File: src/rtl/pipe_stage_skid_pkg.sv
// Shared constants for the EX/MEM pipeline stage register.
//   - Machine word, register address and control field widths
//   - Packed EX/MEM payload layout: field offsets, struct view and pack/unpack helpers
//   - Skid-stage occupancy states, encoded as {main_valid, skid_valid}
package pipe_stage_skid_pkg;

  localparam int unsigned WORD_SIZE  = 16;
  localparam int unsigned REG_ADDR_W = 2;
  localparam int unsigned CTRL_W     = 5;

  // Payload layout, LSB first: rd | wdata | alu | pc | jump_to_reg | wrong_predict | ctrl
  localparam int unsigned RD_LSB            = 0;
  localparam int unsigned WDATA_LSB         = RD_LSB + REG_ADDR_W;
  localparam int unsigned ALU_LSB           = WDATA_LSB + WORD_SIZE;
  localparam int unsigned PC_LSB            = ALU_LSB + WORD_SIZE;
  localparam int unsigned JUMP_TO_REG_BIT   = PC_LSB + WORD_SIZE;
  localparam int unsigned WRONG_PREDICT_BIT = JUMP_TO_REG_BIT + 1;
  localparam int unsigned CTRL_LSB          = WRONG_PREDICT_BIT + 1;
  localparam int unsigned PIPE_PAYLOAD_W    = CTRL_LSB + CTRL_W;

  // Field order matches the offsets above (first member is the MSB end).
  typedef struct packed {
    logic [CTRL_W-1:0]     ctrl;
    logic                  wrong_predict;
    logic                  jump_to_reg;
    logic [WORD_SIZE-1:0]  pc;
    logic [WORD_SIZE-1:0]  alu;
    logic [WORD_SIZE-1:0]  wdata;
    logic [REG_ADDR_W-1:0] rd;
  } exmem_payload_t;

  // {main_valid, skid_valid}; StIllegal is unreachable and only decoded for recovery.
  typedef enum logic [1:0] {
    StEmpty   = 2'b00,
    StIllegal = 2'b01,
    StOne     = 2'b10,
    StFull    = 2'b11
  } skid_state_e;

  function automatic logic [PIPE_PAYLOAD_W-1:0] exmem_pack(input exmem_payload_t p);
    return p;
  endfunction

  function automatic exmem_payload_t exmem_unpack(input logic [PIPE_PAYLOAD_W-1:0] v);
    return exmem_payload_t'(v);
  endfunction

endpackage

File: src/rtl/pipe_sat_counter.sv
// Saturating up-counter with enable.
//   Clk, Reset_N (sync, active-low) | en : count this cycle | cnt : current count
// Sticks at all-ones once reached; only reset clears it.
module pipe_sat_counter #(
  parameter int unsigned W = 16
) (
  input  logic         Clk,
  input  logic         Reset_N,
  input  logic         en,
  output logic [W-1:0] cnt
);

  logic [W-1:0] cnt_q;
  logic [W-1:0] cnt_d;

  always_comb begin
    cnt_d = cnt_q;
    if (en && (cnt_q != '1)) begin
      cnt_d = cnt_q + W'(1);
    end
  end

  always_ff @(posedge Clk) begin
    if (!Reset_N) begin
      cnt_q <= '0;
    end else begin
      cnt_q <= cnt_d;
    end
  end

  assign cnt = cnt_q;

endmodule

File: src/rtl/pipe_stage_skid.sv
// Pipeline stage register with valid/ready handshake and a 2-entry skid buffer.
//   Clk, Reset_N (sync, active-low)
//   flush              : drop all held entries and any entry offered this cycle
//   in_valid/in_ready  : upstream handshake; in_ready is a flop (= !skid_valid)
//   in_data            : upstream payload
//   out_valid/out_ready: downstream handshake
//   out_data           : main entry payload, zero whenever out_valid is low
//   stall_cnt          : cycles with out_valid && !out_ready, saturating
//                        (present only when PIPE_STALL_CNT_EN is defined)
// Because in_ready comes straight from the skid-valid flop, downstream back-pressure
// never reaches upstream through combinational logic.
module pipe_stage_skid
  import pipe_stage_skid_pkg::*;
#(
  parameter int unsigned PAYLOAD_W = PIPE_PAYLOAD_W,
  parameter int unsigned CNT_W     = 16
) (
  input  logic                 Clk,
  input  logic                 Reset_N,
  input  logic                 flush,
  input  logic                 in_valid,
  output logic                 in_ready,
  input  logic [PAYLOAD_W-1:0] in_data,
  output logic                 out_valid,
  input  logic                 out_ready,
  output logic [PAYLOAD_W-1:0] out_data
`ifdef PIPE_STALL_CNT_EN
  ,
  output logic [CNT_W-1:0]     stall_cnt
`endif
);

  skid_state_e          state_q, state_d;
  logic [PAYLOAD_W-1:0] main_q, main_d;
  logic [PAYLOAD_W-1:0] skid_q, skid_d;
  logic                 acc;
  logic                 drn;

  assign out_valid = state_q[1];
  assign in_ready  = ~state_q[0];
  // Every path that leaves main empty also zeroes it, so bubbles carry zero payload.
  assign out_data  = main_q;

  assign acc = in_valid && in_ready;
  assign drn = out_valid && out_ready;

  always_comb begin
    state_d = state_q;
    main_d  = main_q;
    skid_d  = skid_q;

    if (flush) begin
      // Offered entry is discarded; a drain this cycle has already been consumed downstream.
      state_d = StEmpty;
      main_d  = '0;
      skid_d  = '0;
    end else begin
      unique case (state_q)
        StEmpty: begin
          if (acc) begin
            state_d = StOne;
            main_d  = in_data;
          end
        end
        StOne: begin
          if (acc && drn) begin
            main_d = in_data;
          end else if (acc) begin
            state_d = StFull;
            skid_d  = in_data;
          end else if (drn) begin
            state_d = StEmpty;
            main_d  = '0;
          end
        end
        StFull: begin
          // in_ready is low here, so only a drain can move the state.
          if (drn) begin
            state_d = StOne;
            main_d  = skid_q;
            skid_d  = '0;
          end
        end
        default: begin
          state_d = StEmpty;
          main_d  = '0;
          skid_d  = '0;
        end
      endcase
    end
  end

  always_ff @(posedge Clk) begin
    if (!Reset_N) begin
      state_q <= StEmpty;
      main_q  <= '0;
      skid_q  <= '0;
    end else begin
      state_q <= state_d;
      main_q  <= main_d;
      skid_q  <= skid_d;
    end
  end

`ifdef PIPE_STALL_CNT_EN
  pipe_sat_counter #(
    .W (CNT_W)
  ) u_stall_cnt (
    .Clk     (Clk),
    .Reset_N (Reset_N),
    .en      (out_valid && !out_ready),
    .cnt     (stall_cnt)
  );
`endif

endmodule

File: config.mk
export PLATFORM = sky130hd
export DESIGN_NAME = pipe_stage_skid
export DESIGN_NICKNAME = d
export VERILOG_FILES = /design/src/rtl/pipe_stage_skid_pkg.sv /design/src/rtl/pipe_sat_counter.sv /design/src/rtl/pipe_stage_skid.sv
export SDC_FILE = /design/constraint.sdc
export NUM_CORES = 1
export LEC_CHECK = 0
export CAP_MARGIN = 10
export CELL_PAD_IN_SITES_DETAIL_PLACEMENT = 1
export CELL_PAD_IN_SITES_GLOBAL_PLACEMENT = 1
export CORE_ASPECT_RATIO = 1.2
export CORE_MARGIN = 10
export CORE_UTILIZATION = 39
export CTS_CLUSTER_DIAMETER = 30
export DETAILED_ROUTE_END_ITERATION = 10
export GPL_ROUTABILITY_DRIVEN = 0
export MAX_ROUTING_LAYER = met4
export PLACE_DENSITY = 0.89
export SLEW_MARGIN = 20
export SYNTH_ARGS = -nofsm -noshare
export SYNTH_HDL_FRONTEND = slang
export SYNTH_SLANG_ARGS = --single-unit
export TNS_END_PERCENT = 20
File: constraint.sdc
create_clock -name Clk -period 6 [get_ports Clk]
set_input_delay 1.2 -clock Clk [delete_from_list [all_inputs] [get_ports Clk]]
set_output_delay 1.2 -clock Clk [all_outputs]
set_load 0.02 [all_outputs]
; Yosys cells after proc, flatten, opt, wreduce, memory -nomap -nowiden
; Index checks and enable logic that the tools add are counted.
[classes]
bitwise = 3
n_eq_ne = 9
add_sub_neg = 0
n_reduce_logical = 8
div = 0
n_mux = 14
mul = 0
shifts = 0
magnitude_cmp = 0
[op_table]
columns = op, n
row1 = 57-bit 2-to-1 mux, 6
row2 = 57-bit case mux with 3 select lines, 2
row3 = 4-bit AND reduction, 3
row4 = 2-bit 2-to-1 mux, 5
row5 = "3-bit != test, second input constant", 3
row6 = "2-bit != test, second input constant", 4
row7 = 2-bit case mux with 3 select lines, 1
row8 = "2-bit == test, second input constant", 2
row9 = 1-bit logical AND, 3
row10 = 1-bit NOT, 3
row11 = 2-bit zero test, 1
row12 = 2-bit OR reduction, 1
[totals]
memories = 0
wordCells = 37
in_bits = 62
ff_bits = 116
mem_bits_ro = 0
output_inout_bits = 59
latchBits = 0
mem_bits_rw = 0

; Logic depth before layout (Yosys ltp)
; Gate-level depths: netlist of the first run.
[depth]
ltp_word = 5
ltp_mapped = 10
ltp_nobuf = 6

; Worst setup path after synthesis of the first run
; Ideal clock, no wire load.
[synth_timing]
path_type = input to register
startpoint = input port in_valid
endpoint = register main_q[10] (netlist: out_data[10])
arrival_ns = 2.200
cell_stages = 7
n_path_buf = 3
setup_time_ns = 0.132
required_time_ns = 5.868
slack_ns = 3.668
cell_sequence = nand2b_1 a22o_1 buf_2 buf_6 buf_6 a222oi_1 nor3_1
[synth_between]
elab_chain_cells = 4
word_cells_on_any_way = 8
classes_between = eq/ne: 3 / mux: 2 / reduce/logical: 3
[synth_rtl]
columns = item, line_no
row1 = start: declaration, pipe_stage_skid.sv:21  ; input logic in_valid,
row2 = 1-bit logical AND *, pipe_stage_skid.sv:44  ; assign acc = in_valid && in_ready;
row3 = 1-bit logical AND, pipe_stage_skid.sv:66  ; if (acc && drn) begin
row4 = 3-bit != test (no line) / 57-bit 2-to-1 mux (equally long branches), n/a
row5 = 4-bit AND reduction (no line) / 57-bit case mux with 3 select lines (equally long branches), n/a
row6 = end signal: assignment, pipe_stage_skid.sv:100  ; main_q <= main_d;
row7 = end: declaration, pipe_stage_skid.sv:34  ; logic [PAYLOAD_W-1:0] main_q, main_d;
; Every way passes the cells marked *; elsewhere a longest branch is shown, timed or not.
; A chain may end at the register's enable or synchronous reset.

; Worst setup path after layout of the first run
[layout_timing]
startpoint = input port out_ready
endpoint = register main_q[24] (netlist: out_data[24])
[layout_between]
elab_chain_cells = 4
word_cells_on_any_way = 8
classes_between = eq/ne: 3 / mux: 2 / reduce/logical: 3
[layout_rtl]
columns = item, line_no
row1 = start: declaration, pipe_stage_skid.sv:25  ; input logic out_ready,
row2 = 1-bit logical AND *, pipe_stage_skid.sv:45  ; assign drn = out_valid && out_ready;
row3 = 1-bit logical AND, pipe_stage_skid.sv:66
row4 = 3-bit != test (no line) / 57-bit 2-to-1 mux (equally long branches), n/a
row5 = 4-bit AND reduction (no line) / 57-bit case mux with 3 select lines (equally long branches), n/a
; Marked as above.

==> results of run 1 <==
## final timing paths
path	from	to	slack [ns]
worst max-delay path	out_ready	out_data[24]	2.61
worst min-delay path	skid_q[33]	skid_q[33]	0.48
worst max register to register	state_q[0]	out_data[34]	2.75
worst min register to register	skid_q[33]	skid_q[33]	0.48
## flip-flops by register name, summed over array words and instances (netlist names)
name	flops
out_data	57
skid_q	57
state_q	2
## metal layers
metal  vias up  track usage [%]  wire length (microns)
met1      2679            24.52                   7737
met4         0            9.689                    409
met3        39            3.768                    978
met2       235            37.31                   9965
met5         -                -                      0
li1       2376                -                      -
## kinds of logic after synthesis
kind of cell             count (synthesis)
adder cells (fa/ha/maj)                  5
multiplexers                             1
AO/OA/AOI/OAI                          241
buffers and inverters                   79
AND/OR/NAND/NOR                        123
flip-flops                             116
## worst max-delay path: stages
cell	delay (ns)
clkdlybuf4s50_1	0.49
nand2_1	0.23
a221oi_4	0.94
buf_4	0.52
a21oi_1	0.11
nor3_1	0.18
## power by group through the flow
stage	clock network (mW)	registers, mW	logic (mW)
3_3_place_gp	0	0.817	0.284
6_report	1.12	0.804	0.305
3_5_place_dp	0	0.819	0.296
5_1_grt	1.17	0.805	0.327
4_1_cts	1.13	0.803	0.300
2_1_floorplan	0	0.834	0.157
## synthesized netlist by cell type, drive strengths merged (2+ instances only)
cell	count	area, sq um
buf	23	130.1
nor3	57	285.3
ha	5	62.56
o21a	2	15.01
dfxtp	116	2322
nand4	57	356.6
clkbuf	53	198.9
a21oi	116	580.6
nand2b	2	12.51
o21ai	59	295.3
a222oi	57	570.6
inv	3	11.26
nor2	2	7.510
## final cells by class
cell class	instances	area [sq um]
Clock inverter	10	177.7
Clock buffer	21	470.5
Sequential cell	116	2322
Multi-Input combinational cell	370	2372
Tap cell	164	205.2
Timing Repair Buffer	128	1274
Inverter	3	11.26
Fill cell	1415	5723
## per-stage QoR
stage	cells	power [mW]	cell area [sq um]
after global routing	812	2.300	6833
after detailed placement	780	1.115	6165
after global placement	780	1.101	6145
after CTS	811	2.232	6813
after floorplan	565	0.9902	4952
final	812	2.230	6833
==> reports/metrics.cfg, run 1 <==
[status]
status=finished clean

[timing]
hold_viol_final=0
period_needed_ns=3.387
hold_ws_ns=0.4807
max_freq_mhz=295.2
slew_headroom_pct=30.35
worst_pin_slew_ns=1.045
rsz0062_at_grt=no
fin_ws_ns=2.613
slew_violations=0
setup_viol=0
finalCritPeriodShare_pct=56.46
clock_skew_ns=0.007379
final.setup.tns_ns=0

[cts]
cts_tree=done
cts_num_sinks=116
cts_buffer_depth=2
cts_buffers=17
clk_pin_slew_ns=0.05
post_cts_resized=0
postCtsSetupBuffers=0
holdBufCountCts=0
htreeDepth=4
clock_latency_ns=0.41
cts_root_buf=clkbuf_16

[power_and_ir_drop]
power_density_nw_per_um2=326.3
p_clk_share_pct=50.3
comb_power_share_pct=13.7
power.switching_mw=0.5593
p_int_mw=1.670
netSwitchingFraction_pct=25.09
p_leak_nw=2.163
worst_ir_drop_vdd_uv=139.6
power.sequential.fraction_pct=36.0

[floorplan]
start_util_pct=39.44
row_count=45
core_sq_um=12560
io_pins=121
die_area_sq_um=17620
dieHeight_microns=143.4
die_w_microns=122.9

[yosys]
muxShareOfSynthArea_pct=0.2021
synth-seq-cells=116
synth-main-ff-cell=dfxtp_1
synth-compound-area-share_pct=30.77
synthSimpleGateAreaFrac_pct=14.00
syn_nets=632
synth_edf_count=0
netlist_area_sq_um=4952
yosys_warnings=0
synth-adder-area-share_pct=1.263
async_flop_share_pct=0
seq_area_frac_synth_pct=46.89
synthXorXnorAreaFrac_pct=0
synth_top_family_by_area=compound AO/OA/AOI/OAI gates
postSynthCellCount=565
ys_types=29
syn_avg_cell_area_sq_um=8.765

[setup_path]
path_class=primary input to flip-flop
reg2reg_depth=7
endpoint_kind=flip-flop
worst_ep_required_time_ns=6.32
arrival_ns=3.71
cp-start-kind=primary input
crit_fanout=36

[grt]
grt_max_degree=115
grt_pass1_vias=5709
grt_pass1_wl_microns=30220
overflow=0
antenna_found_initial=0
track_usage_pct=21.89

[run]
max_cap_violations=0

[finish]
layout.cells.most_common_list=clkdlybuf4s50_1 (120), dfxtp_1 (116), a21oi_1 (115)
antenna_cells=0
drive_above_1_share_pct=7.099
finalCoreUtilization_pct=54.42
mostFrequentLayoutCell=clkdlybuf4s50_1
nets=703
syn_to_final_growth_pct=37.97

[placed_design]
dp_slack_ns=2.195
dp_hpwl_microns=11210
numPortBuffers=120

[worst_hold_path]
holdCritPathClass=flip-flop to flip-flop
hold_depth=2

[route]
drt-total-wl_microns=19090
drtAntennaViolNets=0
drc=0
initialDrtViolationCount=757
num_vias=5329
wire_per_inst_microns=23.51
via_per_inst=6.563
dr.pass1.iters=6

No activity file was read; power rests on OpenSTA's default activity.
==> run 2, diff against run 1 <==
Settings changed: CORE_UTILIZATION 39 to 33, PLACE_DENSITY 0.89 to 0.81.
Clock period 6 ns to 3.1 ns, I/O delays scaled along.
==> reports/metrics.cfg, run 2 (synthesis results as in run 1) <==
[timing]
worst_pin_slew_ns=0.7203  ; was 1.045 ns
finalCritPeriodShare_pct=79.91
period_needed_ns=2.477
slew_headroom_pct=51.98  ; was 30.35%
clock_skew_ns=0.007306  ; was 0.007379 ns
max_freq_mhz=403.7
slew_violations=0  ; unchanged
rsz0062_at_grt=no  ; unchanged
hold_viol_final=0  ; unchanged
fin_ws_ns=0.6228  ; was 2.613 ns
setup_viol=0  ; unchanged
final.setup.tns_ns=0  ; unchanged

[power_and_ir_drop]
worst_ir_drop_vdd_uv=301.2  ; was 139.6 uV
p_leak_nw=2.163  ; about the same
power_density_nw_per_um2=593.0  ; was 326.3 nW/um^2
power_mw=4.084  ; was 2.230 mW

[status]
status=finished clean  ; unchanged

[cts]
cts_num_sinks=116  ; unchanged
htreeDepth=4  ; unchanged
clock_latency_ns=0.41  ; about the same
cts_buffers=17  ; unchanged
clk_pin_slew_ns=0.05  ; about the same
cts_tree=done  ; unchanged
cts_buffer_depth=2  ; unchanged
post_cts_resized=0  ; unchanged
postCtsSetupBuffers=0  ; unchanged
holdBufCountCts=0  ; unchanged
cts_root_buf=clkbuf_16  ; unchanged

[floorplan]
die_w_microns=131.8  ; was 122.9 microns
die_area_sq_um=20330  ; was 17620 sq um
dieHeight_microns=154.2  ; was 143.4 microns
io_pins=121  ; unchanged
core_sq_um=14840  ; was 12560 sq um
start_util_pct=33.38  ; was 39.44%
row_count=49  ; was 45

[setup_path]
cp-start-kind=flip-flop  ; was primary input
path_delay_family=buffers and inverters  ; was compound AO/OA/AOI/OAI gates
path_class=flip-flop to flip-flop  ; was primary input to flip-flop
r2r_start=state_q[0]  ; unchanged
crit_top_cell=buf_4
r2r_setup_slack_ns=0.62  ; was 2.75 ns
endpoint_kind=flip-flop  ; unchanged
reg2reg_depth=6  ; was 7
worst_ep_required_time_ns=3.41  ; was 6.32 ns
crit_start=state_q[0]  ; was out_ready
timing.rr.end=skid_q[41]  ; was out_data[34]
cp_slowest_cell=buf_4  ; was a221oi_4
worst-path-stages=6  ; unchanged
cp_cell_sequence=ha_2, buf_4, a21o_1, buf_4, o21ai_0, a21oi_1  ; was clkdlybuf4s50_1, nand2_1, a221oi_4, buf_4, a21oi_1, nor3_1
path_buf_inv=2  ; unchanged
arrival_ns=2.79  ; was 3.71 ns
crit_path_end=skid_q[41]  ; was out_data[24]
critPathMaxStageDelay_ns=0.57  ; was 0.94 ns
crit_fanout=60  ; was 36

[grt]
grt_max_degree=61  ; was 115
overflow=0  ; unchanged
met1_usage_pct=19.84  ; was 24.52%
met3_usage_pct=2.884  ; was 3.768%
use_met2_pct=31.75  ; was 37.31%
track_usage_pct=18.01  ; was 21.89%
top_usage_layer=met2  ; unchanged
grt_pass1_vias=5681  ; was 5709
antenna_found_initial=0  ; unchanged
grt_pass1_wl_microns=29590  ; was 30220 microns

[finish]
syn_to_final_growth_pct=39.06  ; was 37.97%
mostFrequentLayoutCell=clkdlybuf4s50_1  ; unchanged
seq_area_sq_um=2322  ; unchanged
fillers=1737  ; was 1415
layout.cells.most_common_list=clkdlybuf4s50_1 (120), dfxtp_1 (116), a21oi_1 (115)  ; unchanged
drive_above_1_share_pct=7.963  ; was 7.099%
nets=709  ; was 703
antenna_cells=0  ; unchanged
multi_input_area_sq_um=2354  ; was 2372 sq um

[placed_design]
dp_hpwl_microns=11550  ; was 11210 microns
numPortBuffers=120  ; unchanged
dp_slack_ns=0.4006  ; was 2.195 ns

[worst_hold_path]
holdCritPathClass=flip-flop to flip-flop  ; unchanged

[route]
num_vias=5261  ; was 5329
drt-total-wl_microns=18620  ; was 19090 microns
initialDrtViolationCount=614  ; was 757
drc=0  ; unchanged
wire_per_inst_microns=21.73  ; was 23.51 microns
drtAntennaViolNets=0  ; unchanged
via_per_inst=6.139  ; was 6.563
dr.pass1.iters=6  ; unchanged

[run]
max_cap_violations=0  ; unchanged

==> run 2: changes by cell type in the layout (fill, tap and decap cells not counted), sizes merged <==
cell,before,now
buf,8,14
bufinv,5,2
clkinvlp,1,4
clkinv,4,3
==> run 2: cell type report <==
cell class	instances	area share, %
Clock buffer	21	6.831
Clock inverter	9	1.526
Tap cell	204	3.706
Inverter	3	0.1635
Timing Repair Buffer	134	19.88
Sequential cell	116	33.72
Multi-Input combinational cell	370	34.18
==> run 2: worst min path at each step <==
stage / cells after the start / end / slack [ns] / startpoint
2_1_floorplan: 2 / skid_q[35] / 0.45 / skid_q[35]
3_3_place_gp: 2 / skid_q[50] / 0.46 / skid_q[50]
3_5_place_dp: 2 / skid_q[5] / 0.47 / skid_q[5]
4_1_cts: 2 / skid_q[5] / 0.48 / skid_q[5]
5_1_grt: 2 / skid_q[31] / 0.49 / skid_q[31]
6_report: 2 / skid_q[5] / 0.48 / skid_q[5]
==> run 2: per-layer routing <==
layer  up-vias  part of all wire [%]
li1       2393                     -
met1      2651                    41
met2       193                    54
met3        24                   4.1
met4         0                   1.7
met5         -                     0
==> run 2: metrics by stage <==
| stage | hold slack [ns] | cells | area (sq um) | util (%) |
|---|---|---|---|---|
| after floorplan | 0.4493 | 565 | 4952 | - |
| after global routing | 0.4897 | 857 | 6887 | 46.42 |
| after CTS | 0.4763 | 857 | 6887 | 46.42 |
| after global placement | 0.4563 | 827 | 6311 | 42.54 |
| after detailed placement | 0.4693 | 827 | 6311 | 42.54 |
| final | 0.4789 | 857 | 6887 | 46.42 |
==> run 2: worst reg2reg max path, delay by kind of cell (launching register included) <==
family / cells / cell delay (ns)
buffers and inverters: 2 / 1.06
AOI/OAI and AO/OA: 3 / 0.64
DFF: 1 / 0.45
adders and majority gates: 1 / 0.23
==> run 2: power breakdown <==
part | internal [mW] | switching, mW
combinational | 0.242 | 0.364
sequential | 1.52 | 0.0298
clock | 1.23 | 0.692
total | 3.00 | 1.09
==> run 3, diff against run 2 <==
Settings changed: CORE_UTILIZATION 33 to 37, PLACE_DENSITY 0.81 to 0.85.
Clock period 3.1 ns to 2.3 ns, I/O delays scaled along.
==> reports/metrics.cfg, run 3 (synthesis results as in run 1) <==
[timing]
slew_headroom_pct=70.26  ; was 51.98%
finalCritPeriodShare_pct=93.56  ; was 79.91%
slew_violations=0  ; unchanged
setup_viol=0  ; unchanged
period_needed_ns=2.152  ; was 2.477 ns
hold_viol_final=0  ; unchanged
fin_ws_ns=0.1480  ; was 0.6228 ns
clock_skew_ns=0.007539  ; was 0.007306 ns
worst_pin_slew_ns=0.4461  ; was 0.7203 ns
final.setup.tns_ns=0  ; unchanged
hold_ws_ns=0.4824  ; was 0.4789 ns
max_freq_mhz=464.7  ; was 403.7 MHz
rsz0062_at_grt=no  ; unchanged

[setup_path]
cp-start-kind=flip-flop  ; unchanged
path_class=flip-flop to flip-flop  ; unchanged
worst_ep_required_time_ns=2.63  ; was 3.41 ns
r2r_setup_slack_ns=0.15  ; was 0.62 ns
timing.rr.end=skid_q[11]  ; was skid_q[41]
path_delay_family=buffers and inverters  ; unchanged
cp_cell_sequence=inv_1, ha_2, buf_4, o21a_2, buf_4, o21ai_0, a21oi_1  ; was ha_2, buf_4, a21o_1, buf_4, o21ai_0, a21oi_1
crit_path_end=skid_q[11]  ; was skid_q[41]
crit_top_cell=buf_4  ; unchanged
worst-path-stages=7  ; was 6
endpoint_kind=flip-flop  ; unchanged
r2r_start=state_q[0]  ; unchanged
crit_start=state_q[0]  ; unchanged
cp_slowest_cell=buf_4  ; unchanged
reg2reg_depth=7  ; was 6
crit_fanout=35  ; was 60
path_buf_inv=3  ; was 2
critPathMaxStageDelay_ns=0.40  ; was 0.57 ns
arrival_ns=2.48  ; was 2.79 ns

[cts]
cts_tree=done  ; unchanged
cts_buffers=17  ; unchanged
postCtsSetupBuffers=0  ; unchanged
holdBufCountCts=0  ; unchanged
cts_root_buf=clkbuf_16  ; unchanged
clk_pin_slew_ns=0.06  ; was 0.05 ns
cts_num_sinks=116  ; unchanged
post_cts_resized=0  ; unchanged
clock_latency_ns=0.41  ; about the same
cts_buffer_depth=2  ; unchanged
htreeDepth=4  ; unchanged

[finish]
layout.cells.most_common_list=clkdlybuf4s50_1 (120), dfxtp_1 (116), a21oi_1 (115)  ; unchanged
antenna_cells=0  ; unchanged
mostFrequentLayoutCell=clkdlybuf4s50_1  ; unchanged
fin_cells=829  ; was 857
syn_to_final_growth_pct=40.73  ; was 39.06%
nets=715  ; was 709
drive_above_1_share_pct=8.926  ; was 7.963%

[route]
initialDrtViolationCount=694  ; was 614
drt-total-wl_microns=19480  ; was 18620 microns
wire_per_inst_microns=23.50  ; was 21.73 microns
dr.pass1.iters=6  ; unchanged
num_vias=5369  ; was 5261
drc=0  ; unchanged
drtAntennaViolNets=0  ; unchanged
via_per_inst=6.476  ; was 6.139

[placed_design]
dp_cells=797  ; was 827
numPortBuffers=120  ; unchanged
dp_hpwl_microns=11840  ; was 11550 microns
dp_slack_ns=0.04398  ; was 0.4006 ns

[grt]
grt_pass1_wl_microns=31250  ; was 29590 microns
antenna_found_initial=0  ; unchanged
track_usage_pct=20.93  ; was 18.01%
grt_max_degree=61  ; unchanged
grt_pass1_vias=5805  ; was 5681
overflow=0  ; unchanged

[floorplan]
dieHeight_microns=146.7  ; was 154.2 microns
row_count=46  ; was 49
die_area_sq_um=18430  ; was 20330 sq um
die_w_microns=125.6  ; was 131.8 microns
start_util_pct=37.57  ; was 33.38%
io_pins=121  ; unchanged
core_sq_um=13180  ; was 14840 sq um

[power_and_ir_drop]
p_leak_nw=2.234  ; was 2.163 nW
power_density_nw_per_um2=809.1  ; was 593.0 nW/um^2
worst_ir_drop_vdd_uv=383.5  ; was 301.2 uV

[worst_hold_path]
holdCritPathClass=flip-flop to flip-flop  ; unchanged

[status]
status=finished clean  ; unchanged

[run]
max_cap_violations=0  ; unchanged

run 3: cell types whose count changed in the layout (fill, tap and decap cells not counted), sizes merged:
| cell | before | now |
|---|---|---|
| buf | 14 | 20 |
| bufinv | 2 | 3 |
| clkbuf | 21 | 22 |
| clkinv | 3 | 5 |
| clkinvlp | 4 | 2 |
run 3: worst min-delay path by stage:
stage | to | slack, ns | from | depth (start not counted)
floorplan | skid_q[35] | 0.45 | skid_q[35] | 2
global placement | skid_q[1] | 0.46 | skid_q[1] | 2
detailed placement | skid_q[5] | 0.47 | skid_q[5] | 2
CTS | skid_q[5] | 0.48 | skid_q[5] | 2
global route | skid_q[51] | 0.50 | skid_q[51] | 2
finish | skid_q[20] | 0.48 | skid_q[20] | 2
run 3: layout make-up:
type,count,area [sq um]
clock inverters,10,130.1
inverters,3,11.26
well taps,168,210.2
flip-flops and latches,116,2322
fillers,1479,6211
multi-input cells,370,2355
repair buffers,140,1476
clock buffers,22,464.2
run 3: through the flow:
stage	total power [mW]	utilization (%)	cell area, sq um
6_report	5.639	52.88	6969
5_1_grt	5.825	52.88	6969
4_1_cts	5.657	52.88	6969
3_5_place_dp	2.981	48.37	6375
3_3_place_gp	2.951	48.37	6375
2_1_floorplan	2.583	-	4952
run 3: worst min-delay path: stages, from the launching register on:
cell     delay (ns)
dfxtp_1        0.30
o21ai_0        0.07
a21oi_1        0.06
run 3: per-layer routing:
| metal | vias up | global-route usage [%] | share of wire [%] |
|---|---|---|---|
| li1 | 2416 | - | - |
| met1 | 2690 | 23.90 | 42 |
| met2 | 238 | 34.95 | 51 |
| met3 | 25 | 4.284 | 5.3 |
| met4 | 0 | 8.651 | 1.7 |
| met5 | - | - | 0 |
run 3: where the power goes:
| part | switching [mW] | internal [mW] | leakage (nW) | total, mW |
|---|---|---|---|---|
| Combinational | 0.502 | 0.356 | 1.01 | 0.858 |
| Sequential | 0.0407 | 2.05 | 0.939 | 2.10 |
| Clock | 0.935 | 1.75 | 0.290 | 2.69 |
